--- config.mk ---
export PLATFORM = sky130hd
export DESIGN_NAME = miter_addr_pipe
export DESIGN_NICKNAME = d
export VERILOG_FILES = /design/src/rtl/miter_addr_pipe.sv
export SDC_FILE = /design/constraint.sdc
export NUM_CORES = 1
export LEC_CHECK = 0
export BUFFER_PORTS_ARGS = -buffer_cell sky130_fd_sc_hd__buf_4
export CAP_MARGIN = 0
export CORE_AREA = 4 4 41 43
export DETAILED_ROUTE_END_ITERATION = 7
export DIE_AREA = 0 0 45 47
export GPL_ROUTABILITY_DRIVEN = 0
export GPL_TIMING_DRIVEN = 1
export PLACE_DENSITY = 0.45
export SKIP_LAST_GASP = 1
export SYNTH_ARGS = -nofsm -noshare
export SYNTH_HDL_FRONTEND = slang
export SYNTH_SLANG_ARGS = --single-unit
--- constraint.sdc ---
create_clock -name clk -period 0.8 [get_ports clk]
set_clock_uncertainty 0.1 [all_clocks]
set_input_delay 0.16 -clock clk [delete_from_list [all_inputs] [get_ports clk]]
set_output_delay 0.16 -clock clk [all_outputs]
set_load 0.02 [all_outputs]
--- src/rtl/miter_addr_pipe.sv ---
//============================================================================
// Module      : miter_addr_pipe
// Description : LAT-deep delay line carrying an issued address and its valid
//               bit, so each returning trigger can be matched to the address
//               that caused it. LAT=0 is a plain wire-through.
// Revision    : 1.0 - initial release
//============================================================================
`timescale 1ns/1ps
`default_nettype none

module miter_addr_pipe #(
    parameter int ADDR_W = 8,
    parameter int LAT    = 1
) (
    input  logic              clk,
    input  logic              rst,
    input  logic [ADDR_W-1:0] i_addr,
    input  logic              i_valid,
    output logic [ADDR_W-1:0] o_addr,
    output logic              o_valid
);

    generate
        if (LAT == 0) begin : g_wire
            // Clock and reset have no role without storage.
            logic w_unused_ctl;
            assign w_unused_ctl = clk ^ rst;
            assign o_addr       = i_addr;
            assign o_valid      = i_valid;
        end else begin : g_pipe
            logic [ADDR_W-1:0] r_addr [LAT];
            logic [LAT-1:0]    r_valid;

            // Shift address and valid one stage per cycle; reset empties the line.
            always_ff @(posedge clk) begin
                if (rst) begin
                    for (int i = 0; i < LAT; i++) begin
                        r_addr[i]  <= '0;
                        r_valid[i] <= 1'b0;
                    end
                end else begin
                    r_addr[0]  <= i_addr;
                    r_valid[0] <= i_valid;
                    for (int i = 1; i < LAT; i++) begin
                        r_addr[i]  <= r_addr[i-1];
                        r_valid[i] <= r_valid[i-1];
                    end
                end
            end

            assign o_addr  = r_addr[LAT-1];
            assign o_valid = r_valid[LAT-1];
        end
    endgenerate

endmodule

`default_nettype wire

==> flow_metrics.tcl <==
set metrics [dict create \
    grt_max_degree 10 \
    rsz0062_at_grt "yes" \
    yosysWarnings 0 \
    yosys.area_share.xor_xnor 0 \
    path_max_fanout 1 \
    path_clk_slew_ps 60 \
    wl_per_cell_um 9.875 \
    start_util 0.1817 \
    final_util 0.3606 \
    powerDensity_nw_per_um2 2056 \
    crit_path_end_kind "primary output" \
    violations "negative setup slack" \
    met3_usage 0.05747 \
    routed_wl_um 553 \
    hold_violations 0 \
    ys_seq_elements 9 \
    hold_start "i_valid" \
    grt_pass1_vias 240 \
    root_buffer "clkbuf_4" \
    cp_slowest_cell "dfxtp_2" \
    use_met2 0.1073 \
    finalMaxSlewViolations 0 \
    synth.avg_cell_area_um2 13.14 \
    grt_use_met1 0.05734 \
    cp_cell_sequence "buf_6" \
    netlist_area_um2 236.5 \
    synthSimpleGateAreaFrac 0.2381 \
    design.die.area_um2 2115 \
    critPathTopFamily "flip-flops" \
    synth_top_family_by_area "simple AND/OR/NAND/NOR gates" \
    clock-sinks 9 \
    drcViolationCount 0 \
    slowest_delay_ps 320 \
    clock.fmax_ghz 1.052 \
    power_mw 0.9649 \
    setup_viol 9 \
    num-nets-final 53 \
    synth_fa_ha_area_frac 0 \
    core_area_um2 1301 \
    overflow 0 \
    port_buffers 19 \
    ant_nets 0 \
    grt_usage 0.06894 \
    cts_resized 18 \
    antenna_cells 0 \
    grt-busiest-layer "met2" \
    netlist_instances 18 \
    worstSetupPathType "flip-flop to primary output" \
    yosysUniqueCellTypes 2 \
    synth_top_area_cell "dfxtp_1" \
    vdd.ir_drop.worst_uv 1141 \
    post-cts-setup-buffers 0 \
    viasPerCell 3.375 \
    muxShareOfSynthArea 0 \
    fin_ws_ps -150.3 \
    hp-class "input port to flip-flop" \
    rows 13 \
    worst_pin_slew_ps 96.27 \
    clockBufferDepth 2 \
    fin_crit_sh 1.188 \
    h-tree-depth 1 \
    dr.pass1.iters 1 \
    critical_path_buf_inv_count 1 \
    synth_compound_area_frac 0 \
    syn_nets 29 \
    synth_top_cell_area_share 0.7619 \
    status "finished, violations left" \
    fill_cells 139 \
    arrival_ps 690 \
    cap_violations 0 \
    cts_inserted_buffers 3 \
    hold_end "o_valid" \
    drive_gt1_frac 0.7561 \
    crit_path_start_kind "flip-flop" \
    grt_pass1_wl_um 924 \
    cp.required_ps 540 \
    fin_crit_ps 950.3 \
    cts-hold-fix-buffers 0 \
    hold_depth 2 \
    cts_tree "done" \
    grt_antenna_before_repair 0 \
    slew_headroom 0.9358 \
    io_pins 20 \
    ys_seq_area_frac 0.7619 \
    synth_area_leaders "dfxtp_1 (76%), nor2b_1 (24%)" \
    drt_iter0_markers 0 \
    fp.dieH_um 47 \
    area_growth_pct 98.41 \
    die_w_um 45 \
    vias 189 \
    power_leakage_nw 0.2150 \
]
kinds of logic after synthesis:
family / after synthesis
simple gates: 9
flops: 9
cell usage in the layout (no fill, tap or decap):
cell      instances
buf_6             9
clkbuf_1          1
nor2b_1           9
clkbuf_4          3
dfxtp_2           9
buf_4            10
cell type report:
type | count | area (µm²) | area share
timing repair buffer | 19 | 176.4 | 0.3760
multi-input combinational | 9 | 56.30 | 0.1200
tap | 15 | 18.77 | 0.04000
clock buffer | 4 | 26.28 | 0.05600
sequential | 9 | 191.4 | 0.4080
registers in the layout (all words and copies together), names as in the netlist:
register       count
g_pipe.r_addr      8
o_valid            1
power breakdown:
part | total [mW] | internal, mW | switching (mW)
combinational | 0.139 | 0.0851 | 0.0538
sequential | 0.488 | 0.477 | 0.0106
clock | 0.338 | 0.191 | 0.147
per-layer routing:
metal / routed length (µm) / vias up / share of wire
li1: - / 100 / -
met4: 0 / 0 / 0
met5: 0 / - / 0
met2: 259 / 15 / 0.47
met3: 90 / 0 / 0.16
met1: 203 / 74 / 0.37
how the worst max path moves through the flow:
| stage | startpoint | to | slack, ps | cells after the start |
|---|---|---|---|---|
| global placement | g_pipe.r_addr[0][2] | o_addr[2] | 120 | 1 |
| finish | g_pipe.r_addr[0][2] | o_addr[2] | -150 | 1 |
| CTS | g_pipe.r_addr[0][2] | o_addr[2] | -170 | 1 |
| detailed placement | g_pipe.r_addr[0][3] | o_addr[3] | 110 | 1 |
| floorplan | g_pipe.r_addr[0][0] | o_addr[0] | 140 | 0 |
| global route | g_pipe.r_addr[0][2] | o_addr[2] | -190 | 1 |
cell usage after synthesis (all sizes together):
cell / count
dfxtp: 9
nor2b: 9
metrics by stage:
step | TNS (ps) | hold WS, ps | std cells | area [µm²] | worst slack (ps)
detailed placement | 0 | 274.7 | 52 | 397.9 | 109.0
CTS | -1447 | 1.308 | 56 | 469.2 | -166.6
finish | -1310 | 14.43 | 56 | 469.2 | -150.3
global route | -1636 | 3.012 | 56 | 469.2 | -188.5
global placement | 0 | 268.8 | 52 | 397.9 | 115.4
floorplan | 0 | 131.6 | 18 | 236.5 | 144.9
(Power assumes the default switching activity.)
